File: src/rtl/sr_pulse_driver_if.sv
// Request/status handshake between clocked control logic and sr_pulse_driver.
interface sr_pulse_driver_if;
    logic req_valid;
    logic req_set;
    logic req_ready;
    logic done;
    logic err;
    logic busy;

    modport master (
        output req_valid,
        output req_set,
        input  req_ready,
        input  done,
        input  err,
        input  busy
    );

    modport slave (
        input  req_valid,
        input  req_set,
        output req_ready,
        output done,
        output err,
        output busy
    );
endinterface

File: src/rtl/sr_pulse_driver.sv
// Drives preset/clear pulses into an async NAND SR latch, then confirms the
// latch state through a 2-flop synchronizer and reports done or timeout.
module sr_pulse_driver #(
    parameter int unsigned PW  = 4,
    parameter int unsigned GAP = 2,
    parameter int unsigned TMO = 16,
    parameter int unsigned CW  = 5
) (
    input  logic               clk,
    input  logic               rst_n,
    sr_pulse_driver_if.slave   bus,
    output logic               preset_n,
    output logic               clear_n,
    input  logic               q_in,
    input  logic               qbar_in,
    output logic               q_sync,
    output logic               bad
);

    localparam logic [1:0] S_IDLE    = 2'd0;
    localparam logic [1:0] S_PULSE   = 2'd1;
    localparam logic [1:0] S_CONFIRM = 2'd2;
    localparam logic [1:0] S_GAP     = 2'd3;

    localparam int unsigned PW_E  = (PW  == 0) ? 1 : PW;
    localparam int unsigned GAP_E = (GAP == 0) ? 1 : GAP;

    localparam logic [CW-1:0] PW_L  = CW'(PW_E);
    localparam logic [CW-1:0] GAP_L = CW'(GAP_E);
    localparam logic [CW-1:0] TMO_L = CW'(TMO);
    localparam logic [CW-1:0] ONE   = CW'(1);

    logic [1:0]    state, state_n;
    logic [CW-1:0] cnt, cnt_n;
    logic          set_r, set_n;
    logic          q1, qb1, qbs;
    logic          done_n, err_n;
    logic          preset_n_n, clear_n_n;
    logic          match;

    assign match = (q_sync == set_r) && (qbs == !set_r);

    // State register.
    always_ff @(posedge clk or negedge rst_n) begin
        if (!rst_n) begin
            state <= S_IDLE;
            cnt   <= '0;
            set_r <= 1'b0;
        end else begin
            state <= state_n;
            cnt   <= cnt_n;
            set_r <= set_n;
        end
    end

    // Next state; every phase counts down to 1 so the last cycle is the one with cnt == 1.
    always_comb begin
        state_n = state;
        cnt_n   = cnt;
        set_n   = set_r;
        done_n  = 1'b0;
        err_n   = 1'b0;
        case (state)
            S_IDLE: begin
                if (bus.req_valid && bus.req_ready) begin
                    set_n   = bus.req_set;
                    cnt_n   = PW_L;
                    state_n = S_PULSE;
                end
            end
            S_PULSE: begin
                if (cnt <= ONE) begin
                    cnt_n   = TMO_L;
                    state_n = S_CONFIRM;
                end else begin
                    cnt_n = cnt - ONE;
                end
            end
            S_CONFIRM: begin
                if (match) begin
                    done_n  = 1'b1;
                    cnt_n   = GAP_L;
                    state_n = S_GAP;
                end else if (cnt <= ONE) begin
                    err_n   = 1'b1;
                    cnt_n   = GAP_L;
                    state_n = S_GAP;
                end else begin
                    cnt_n = cnt - ONE;
                end
            end
            S_GAP: begin
                if (cnt <= ONE) begin
                    cnt_n   = '0;
                    state_n = S_IDLE;
                end else begin
                    cnt_n = cnt - ONE;
                end
            end
            default: begin
                state_n = S_IDLE;
            end
        endcase
        // Strobes decode the next state so they are flop outputs aligned with PULSE entry.
        preset_n_n = !((state_n == S_PULSE) && set_n);
        clear_n_n  = !((state_n == S_PULSE) && !set_n);
    end

    // Registered outputs.
    always_ff @(posedge clk or negedge rst_n) begin
        if (!rst_n) begin
            preset_n      <= 1'b1;
            clear_n       <= 1'b1;
            bus.done      <= 1'b0;
            bus.err       <= 1'b0;
            bus.busy      <= 1'b0;
            bus.req_ready <= 1'b1;
        end else begin
            preset_n      <= preset_n_n;
            clear_n       <= clear_n_n;
            bus.done      <= done_n;
            bus.err       <= err_n;
            bus.busy      <= (state_n != S_IDLE);
            bus.req_ready <= (state_n == S_IDLE);
        end
    end

    // Latch synchronizer; bad is computed from stage 1 so it lines up with q_sync.
    always_ff @(posedge clk or negedge rst_n) begin
        if (!rst_n) begin
            q1     <= 1'b0;
            q_sync <= 1'b0;
            qb1    <= 1'b0;
            qbs    <= 1'b0;
            bad    <= 1'b1;
        end else begin
            q1     <= q_in;
            q_sync <= q1;
            qb1    <= qbar_in;
            qbs    <= qb1;
            bad    <= (q1 == qb1);
        end
    end

endmodule

File: src/flat_wrapper.sv
// flat-port wrapper written by rule: the top's interface ports become plain ports
module sr_pulse_driver_flat 
#(
    parameter int unsigned PW  = 4,
    parameter int unsigned GAP = 2,
    parameter int unsigned TMO = 16,
    parameter int unsigned CW  = 5
)
  (clk, rst_n, preset_n, clear_n, q_in, qbar_in, q_sync, bad, bus_req_valid, bus_req_set, bus_req_ready, bus_done, bus_err, bus_busy);
  sr_pulse_driver_if bus_i ();
  input  logic clk;
  input  logic rst_n;
  output logic preset_n;
  output logic clear_n;
  input  logic q_in;
  input  logic qbar_in;
  output logic q_sync;
  output logic bad;
  input wire logic [$bits(bus_i.req_valid)-1:0] bus_req_valid;
  input wire logic [$bits(bus_i.req_set)-1:0] bus_req_set;
  output wire logic [$bits(bus_i.req_ready)-1:0] bus_req_ready;
  output wire logic [$bits(bus_i.done)-1:0] bus_done;
  output wire logic [$bits(bus_i.err)-1:0] bus_err;
  output wire logic [$bits(bus_i.busy)-1:0] bus_busy;
  assign bus_i.req_valid = bus_req_valid;
  assign bus_i.req_set = bus_req_set;
  assign bus_req_ready = bus_i.req_ready;
  assign bus_done = bus_i.done;
  assign bus_err = bus_i.err;
  assign bus_busy = bus_i.busy;
  sr_pulse_driver #(.PW(PW), .GAP(GAP), .TMO(TMO), .CW(CW)) u_core (.clk(clk), .rst_n(rst_n), .bus(bus_i), .preset_n(preset_n), .clear_n(clear_n), .q_in(q_in), .qbar_in(qbar_in), .q_sync(q_sync), .bad(bad));
endmodule
File: config.mk
export PLATFORM = sky130hd
export DESIGN_NAME = sr_pulse_driver_flat
export DESIGN_NICKNAME = d
export VERILOG_FILES = /design/src/rtl/sr_pulse_driver_if.sv /design/src/rtl/sr_pulse_driver.sv /design/src/flat_wrapper.sv
export SDC_FILE = /design/constraint.sdc
export NUM_CORES = 1
export LEC_CHECK = 0
export ABC_AREA = 1
export BUFFER_PORTS_ARGS = -buffer_cell sky130_fd_sc_hd__buf_2
export CORE_ASPECT_RATIO = 1.75
export CORE_UTILIZATION = 25
export CTS_CLUSTER_DIAMETER = 80
export DETAILED_ROUTE_END_ITERATION = 6
export GPL_TIMING_DRIVEN = 0
export SYNTH_ARGS = -nofsm -noshare
export SYNTH_HDL_FRONTEND = slang
export SYNTH_SLANG_ARGS = --single-unit
File: constraint.sdc
create_clock -name clk -period 2.2 [get_ports clk]
set_clock_uncertainty 0.15 [all_clocks]
set_input_delay 0.22 -clock clk [delete_from_list [all_inputs] [get_ports clk]]
set_output_delay 0.22 -clock clk [all_outputs]
set_load 0.005 [all_outputs]
# Word-level counts from Yosys, hierarchy flattened
# Index checks and enable logic that the tools add are counted.
# W data, S select, Z words.
dict set report classes {
  magnitude_cmp 1
  reduce_logical 11
  shift 0
  div 0
  multipliers 0
  muxes 19
  n_eq_ne 8
  n_addsub 1
  bitwise_logic 0
}
# operator count
set ops {}
lappend ops {{$mux W5} 5}
lappend ops {{$pmux W5 S4} 1}
lappend ops {{$mux W2} 5}
lappend ops {{$pmux W2 S4} 1}
lappend ops {{$mux W1} 7}
lappend ops {{$le A5 B1 Y1 const B} 1}
lappend ops {{$sub A5 B1 Y5 const B} 1}
lappend ops {{$eq A2 B1 Y1 const B} 2}
lappend ops {{$eq A2 B2 Y1 const B} 2}
lappend ops {{$logic_and A1 B1 Y1} 4}
lappend ops {{$logic_not A1 Y1} 4}
lappend ops {{$logic_not A2 Y1} 2}
lappend ops {{$eq A1 B1 Y1} 3}
lappend ops {{$ne A2 B1 Y1 const B} 1}
lappend ops {{$reduce_bool A2 Y1} 1}
dict set report totals {
  input_bits 6
  output_inout_bits 8
  ff_bits 19
  word_cells 54
  mem_bits_rw 0
  latch_bits 0
  memories 0
  rom_bits 0
}

# Logic depth before layout (Yosys ltp)
# Gate-level depths: netlist (run 1).
dict set report depth {
  word_depth 8
  mapped_depth 8
  depth_no_buf 8
}

# Worst setup path before layout (run 1)
# OpenSTA, ideal clock, no wires.
dict set report synth_path {
  path_type {flip-flop to flip-flop}
  from {reg u_core.cnt[0]}
  to {reg u_core.bus.req_ready}
  setup_ns 0.067
  path_stages_with_launch 8
  slack_ns 0.794
  arrival_time_ns 1.188
  path_cell_list {dfrtp_1 > ha_1 > o21bai_2 > nand2_4 > o21ai_2 > nand2_2 > clkinv_1 > nor2_1}
}
dict set report synth_between {
  elab_chain_len 5
  elab_cells_between_ends 7
}
# item line
set synth_lines {}
lappend synth_lines {{from (decl)} sr_pulse_driver.sv:34} ;# logic [CW-1:0] cnt, cnt_n;
lappend synth_lines {{from (signal assigned)} sr_pulse_driver.sv:51} ;# cnt <= cnt_n;
lappend synth_lines {{$le A5 B1 Y1 (*)} {sr_pulse_driver.sv:72, sr_pulse_driver.sv:84, sr_pulse_driver.sv:93}}
lappend synth_lines {{$mux W2} sr_pulse_driver.sv:84} ;# end else if (cnt <= ONE) begin
lappend synth_lines {{$mux W2} sr_pulse_driver.sv:80} ;# if (match) begin
lappend synth_lines {{$pmux W2 S4 (*)} sr_pulse_driver.sv:63} ;# case (state)
lappend synth_lines {{named net u_core.state_n[1]} sr_pulse_driver.sv:33} ;# logic [1:0] state, state_n;
lappend synth_lines {{$logic_not A2 Y1 (*)} sr_pulse_driver.sv:124} ;# bus.req_ready <= (state_n == S_IDLE);
lappend synth_lines {{to (signal assigned)} sr_pulse_driver.sv:124}
lappend synth_lines {{to (decl)} sr_pulse_driver_if.sv:22} ;# output req_ready,
# Mark *: on every way through the listed nets, which the timed path passes. The rest lies on a longest branch.
# A chain may end at the register's enable or synchronous reset.

# Final worst setup path (run 1)
dict set report layout_path {
  from {reg u_core.cnt[1]}
  to {reg u_core.bus.req_ready}
}
# Same word-level chain as after synthesis.

==> results of run 1 <==
-- power groups by stage --
stage | clock network [W] | registers, W | logic, W
finish | 0.000243 | 0.000568 | 0.000748
global route | 0.000271 | 0.000582 | 0.000839
CTS | 0.000250 | 0.000568 | 0.000764
detailed placement | 0 | 0.000575 | 0.000755
global placement | 0 | 0.000569 | 0.000735
floorplan | 0 | 0.000562 | 0.000585
-- area by class of cell --
type                       count  area, sq um  share of cell area
clock buffer                   3         41.3              0.0369
clock inverter                 1         5.00             0.00447
inverter                      17         63.8              0.0570
multi-input combinational     63          378               0.337
sequential                    19          480               0.429
tap                           45         56.3              0.0503
timing repair buffer          16         95.1              0.0849
-- flip-flops by register name, summed over array words and instances (netlist names) --
name                  count
u_core.clear_n            1
u_core.q_sync             1
u_core.bus.busy           1
u_core.qb1                1
u_core.bus.done           1
u_core.set_r              1
u_core.bus.err            1
u_core.qbs                1
u_core.q1                 1
u_core.bus.req_ready      1
u_core.bad                1
u_core.cnt                5
u_core.state              2
u_core.preset_n           1
-- routing by layer --
layer | share of wire | vias to the layer above | wire, um
met5 | 0 | - | 0
met4 | 0.027 | 0 | 46
met3 | 0.020 | 5 | 34
met2 | 0.58 | 12 | 1000
met1 | 0.37 | 332 | 638
li1 | - | 357 | -
-- kinds of logic after synthesis --
family                   share of synthesized area
flip-flops                                   0.521
AND/OR/NAND/NOR                              0.293
XOR/XNOR                                    0.0190
adder cells (fa/ha/maj)                     0.0271
AO/OA/AOI/OAI                               0.0706
buffers and inverters                       0.0692
-- placed cells by master, fill, tap and decap left out, types with 4 or more instances in the layout --
cell and instances:
dfrtp_1 15, buf_2 13, dfstp_2 4, nand2_1 19, nand4_1 4, nand3_1 11
inv_1 11, nand2_2 4, inv_2 5
-- worst reg2reg max path, delay by kind of cell (launching register included) --
| family | cells | cell delay [ns] |
|---|---|---|
| DFF | 1 | 0.37 |
| buffers and inverters | 2 | 0.19 |
| and+or+nand+nor | 3 | 0.32 |
| AOI/OAI and AO/OA | 2 | 0.30 |
| adders and majority gates | 1 | 0.18 |
-- final timing paths --
check	endpoint	slack, ns
min reg2reg	u_core.qbs	0.26
max	u_core.bus.req_ready	0.63
min	u_core.set_r	0.04
min in group asynchronous	u_core.cnt[1]	0.28
max in group asynchronous	u_core.bad	1.29
max reg2reg	u_core.bus.req_ready	0.63
-- through the flow --
step	cell area [sq um]	total power (W)	utilization	worst slack, ns
final	1120	0.00156	0.326	0.634
after floorplan	922	0.00115	-	0.794
after global placement	1040	0.00130	0.304	0.683
after global routing	1120	0.00169	0.326	0.514
after CTS	1120	0.00158	0.326	0.610
after detailed placement	1040	0.00133	0.304	0.629
==> qor.csv, run 1 <==
metric,value,unit
slew_violations,0,
required,2.24,ns
detailedPlacementHpwl,1380,um
design.die.area,3950,sq um
synth-main-ff-cell,dfrtp_1,
row_count,28,
resized_after_cts,0,
timing.rr.start,u_core.cnt[1],
postSynth.asyncResetShare,1.00,
post-cts-setup-buffer-count,0,
mean_post_synth_cell_area,9.31,sq um
p_sw,0.000679,W
stdcell_count,164,
timing.critical_path.from,u_core.cnt[1],
final-setup-viol-count,0,
grt_use_met3,0.0196,
numPortBuffers,13,
synth_common_cells,"nand2_1, dfrtp_1, inv_1, nand3_1, inv_2",
timing.reg2reg.worst_path_depth,8,
holdBufCountCts,3,
core-area,3430,sq um
yosys_warnings,0,
cell_depth_of_the_worst_hold_path,3,
synth_edf_count,0,
timing.critical_path.from_type,flop,
avgViaCountPerCell,4.30,
min_period_over_period,0.712,
dr_total_vias,706,
mappedNetlistNets,107,
crit_chain,inv_1 > ha_1 > o21bai_2 > nand2_4 > o21ai_2 > nand2_2 > clkinv_1 > nor2_1,
timing.critical_path.arrival,1.61,ns
proportion_of_netlist_area_held_by_the_largest_area_contributor,0.407,
layout.nets,128,
effective_utilization_at_floorplan,0.269,
initial_antenna_violation_count,0,
clock_latency,0.26,ns
maxCapViolCount,0,
grt_use_total,0.108,
global_route_hottest_layer,met2,
rsz_0062_raised_after_global_routing,false,
synth_top_area_cell,dfrtp_1,
worst_hold_margin,0.0411,ns
grt_use_met1,0.101,
ant_nets,0,
worst_pin_slew,0.424,ns
synth_cell_types,24,
drt-total-wl,1720,um
cellPowerDensity,1390,nW/um^2
slew_headroom,0.717,
die_w,47.9,um
first_global_vias,742,
floorplan.die.height,82.3,um
root_buffer,clkbuf_8,
layout-drive-gt1-share,0.336,
critical_path_class,reg -> reg,
peak_vdd_ir,0.000672,V
power_frac_seq,0.365,
grt-ovfl-total,0,
synth_seq_cells,19,
clock_power_share,0.156,
grt.met2_usage,0.199,
gpl.final_weighted_congestion,0.882,
max_freq,639,MHz
total_clock_buffers_created_by_cts,3,
p_int,0.000880,W
layout.filler_cells,400,
dp.cells,157,
clk_transition_reported_paths,0.07,ns
outcome,"finished, final reports clean",
detail_route.first_pass.iterations,3,
cells_after_synthesis,99,
crit_path_largest_cell_delay,0.37,ns
most_instantiated_library_cell_after_synthesis,nand2_1,
clock_tree_from_tritoncts,built,
critPathTopFamily,flip-flops,
first_iter_violations,12,
yosysSeqAreaShare,0.521,
critPathSlowestCell,dfrtp_1,
worstPathMaxFanout,6,
htree_num_levels,1,
final_total_negative_setup_slack,0,ns
top_level_ports,14,
min_period,1.57,ns
final-hold-violation-count,0,
synth_top_cells_by_area,"dfrtp_1, dfstp_2, nand2_1, nand3_1, inv_1",
clock-sinks,19,
areaGrowthSynthToFinish,21.4,%
wire_length_of_the_first_global_routing_pass,2950,um
timing.hold.worst.start,bus_req_set,
critical_path_depth,8,
drc_errors,0,
clock_path_buffers,2,
netlist_area_before_placement,922,sq um
routed_wire_length_per_instance,10.5,um
cp-end-kind,flop,
power.share.switching,0.436,
maximum_number_of_pins_on_one_net_before_global_route_repair,20,
power_frac_comb,0.480,
min-delay-path-class,in -> reg,
insertedDiodeCount,0,
total_leakage_power,0.544,nW
cp_num_buf_inv,2,
No activity file was read; power rests on OpenSTA's default activity.
==> run 2: changes to the inputs <==
==> constraint.sdc (replaced) <==
create_clock -name clk -period 1.45 [get_ports clk]
set_clock_uncertainty 0.15 [all_clocks]
set_input_delay 0.145 -clock clk [delete_from_list [all_inputs] [get_ports clk]]
set_output_delay 0.145 -clock clk [all_outputs]
set_load 0.005 [all_outputs]
==> qor.csv, run 2 (synthesis gave the netlist of run 1 again) <==
metric,value,unit,change
outcome,"finished, final reports clean",,
sequential_cell_area,480,sq um,unchanged
avgViaCountPerCell,4.34,,+0.89%
first_iter_violations,9,,-3
power.share.switching,0.431,,-0.00486
grt-ovfl-total,0,,unchanged
layout-drive-gt1-share,0.425,,+0.0891
final-setup-viol-count,0,,unchanged
critical_path_class,reg -> reg,,
min_period,1.43,ns,-0.140 ns
final_area,1210,sq um,+8.4%
cp-end-kind,flop,,
layout_commonest_cell,nand2_1,,
combined_area_of_the_multi_input_logic_cells,404,sq um,+7.0%
dr_total_vias,747,,+5.8%
max_freq,701,MHz,+9.8%
top_level_ports,14,,unchanged
gpl.final_weighted_congestion,0.882,,unchanged
layout.cells.most_common_list,"nand2_1, dfrtp_1, buf_2",,
timing.critical_path.arrival,1.45,ns,-0.16 ns
ant_nets,0,,unchanged
first_global_vias,774,,+4.3%
die_w,47.9,um,unchanged
worst_pin_slew,0.427,ns,+0.00338 ns
min-delay-path-class,in -> reg,,
drc_errors,0,,unchanged
power_frac_seq,0.315,,-0.050
design.die.area,3950,sq um,unchanged
regToRegSetupSlack,0.02,ns,-0.61 ns
stdcell_count,172,,+4.9%
timing.rr.start,u_core.cnt[0],,
required,1.48,ns,-0.76 ns
timing.critical_path.from_type,flop,,
maximum_number_of_pins_on_one_net_before_global_route_repair,20,,unchanged
effective_utilization_at_floorplan,0.269,,unchanged
critPathSlowestCell,dfrtp_1,,
worstPathMaxFanout,5,,-1
placed_area,1040,sq um,unchanged
final-hold-violation-count,0,,unchanged
root_buffer,clkbuf_8,,
total_clock_buffers_created_by_cts,3,,unchanged
detail_route.first_pass.iterations,4,,+1
total_leakage_power,0.585,nW,+7.5%
detailedPlacementHpwl,1380,um,unchanged
grt_use_total,0.119,,+0.0107
clk_transition_reported_paths,0.07,ns,about the same
slew_violations,0,,unchanged
min_delay_worst_endpoint,u_core.cnt[1],,
timing.hold.worst.start,bus_req_valid,,
final_total_negative_setup_slack,0,ns,unchanged
timing.reg2reg.worst_path_depth,5,,-3
htree_num_levels,1,,unchanged
power_frac_comb,0.545,,+0.065
layout.nets,136,,+6.3%
initial_antenna_violation_count,0,,unchanged
dp.cells,157,,unchanged
rsz_0062_raised_after_global_routing,true,,
crit_chain,ha_1 > o21bai_4 > nand2_4 > nand3_1 > o22ai_1,,
core-area,3430,sq um,unchanged
clock_tree_from_tritoncts,built,,
clock_power_share,0.139,,-0.017
floorplan.die.height,82.3,um,unchanged
slew_headroom,0.715,,-0.00225
largestRegisters,"u_core.cnt x5, u_core.state x2",,
largest_register_ff_count,5,,unchanged
min_period_over_period,0.983,,+0.271
clock_path_buffers,2,,unchanged
layout.filler_cells,393,,-1.8%
wire_length_of_the_first_global_routing_pass,3230,um,+9.6%
cell_depth_of_the_worst_hold_path,4,,+1
largest-register,u_core.cnt,,
cellPowerDensity,2210,nW/um^2,+59%
maxCapViolCount,0,,unchanged
areaGrowthSynthToFinish,31.6,%,
peak_vdd_ir,0.00103,V,+53%
crit_path_largest_cell_delay,0.39,ns,+0.02 ns
insertedDiodeCount,0,,unchanged
drt-total-wl,1910,um,+11%
row_count,28,,unchanged
clock_latency,0.26,ns,about the same
clock-sinks,19,,unchanged
routed_wire_length_per_instance,11.1,um,+5.9%
numPortBuffers,13,,unchanged
p_int,0.00153,W,+74%
critical_path.reg2reg.endpoint,u_core.cnt[3],,
p_sw,0.00116,W,+70%
## run 2: power by group through the flow
stage	registers (W)	clock network [W]	logic (W)
global placement	0.000863	0	0.00112
detailed placement	0.000872	0	0.00114
finish	0.000846	0.000374	0.00146
CTS	0.000848	0.000379	0.00140
floorplan	0.000853	0	0.000888
global route	0.000867	0.000415	0.00160
## run 2: layout make-up
type                       count  area share
sequential                    19       0.396
multi-input combinational     63       0.333
timing repair buffer          24       0.130
inverter                      17      0.0567
tap                           45      0.0464
clock buffer                   3      0.0340
clock inverter                 1     0.00412
## run 2: through the flow
stage / power, W / util / setup slack, ns / hold slack, ns
after global placement: 0.00198 / 0.304 / -0.0674 / -0.0536
final: 0.00268 / 0.353 / 0.0242 / 0.126
after floorplan: 0.00174 / - / 0.0441 / -0.301
after detailed placement: 0.00202 / 0.304 / -0.121 / -0.0444
after CTS: 0.00263 / 0.349 / 0.00653 / 0.129
after global routing: 0.00288 / 0.353 / -0.0368 / 0.143
## run 2: worst max-delay path, delay by kind of cell, from the launching register on
kind                     cells  cell delay [ns]
AO/OA/AOI/OAI                2             0.34
flip-flops                   1             0.39
adder cells (fa/ha/maj)      1             0.20
AND/OR/NAND/NOR              2             0.26
## run 2: per-layer routing
metal,part of all wire,vias to the layer above,wire (um),track usage
li1,-,374,-,-
met1,0.37,354,698,0.116
met2,0.59,14,1120,0.218
met3,0.025,5,48,0.0196
met4,0.024,0,46,0.0667
met5,0,-,0,0
## run 2: worst max-delay path by stage
stage          slack [ns]          start  depth (start not counted)              endpoint
2_1_floorplan        0.04  u_core.cnt[0]                          7  u_core.bus.req_ready
5_1_grt             -0.04  u_core.cnt[0]                          8         u_core.cnt[4]
3_5_place_dp        -0.12  u_core.cnt[1]                          8  u_core.bus.req_ready
4_1_cts             0.007  u_core.cnt[0]                          7  u_core.bus.req_ready
6_report             0.02  u_core.cnt[0]                          5         u_core.cnt[3]
3_3_place_gp        -0.07  u_core.cnt[1]                          8         u_core.cnt[1]
## run 2: repair_timing
item                       in CTS  in global routing
pin swaps                       4                  5
setup endpoints to repair      11                  8
cloned                          0                  0
setup buffers                   6                  1
gates resized for setup         7                  4
hold buffers                    4                  0
hold endpoints to repair       23                  0
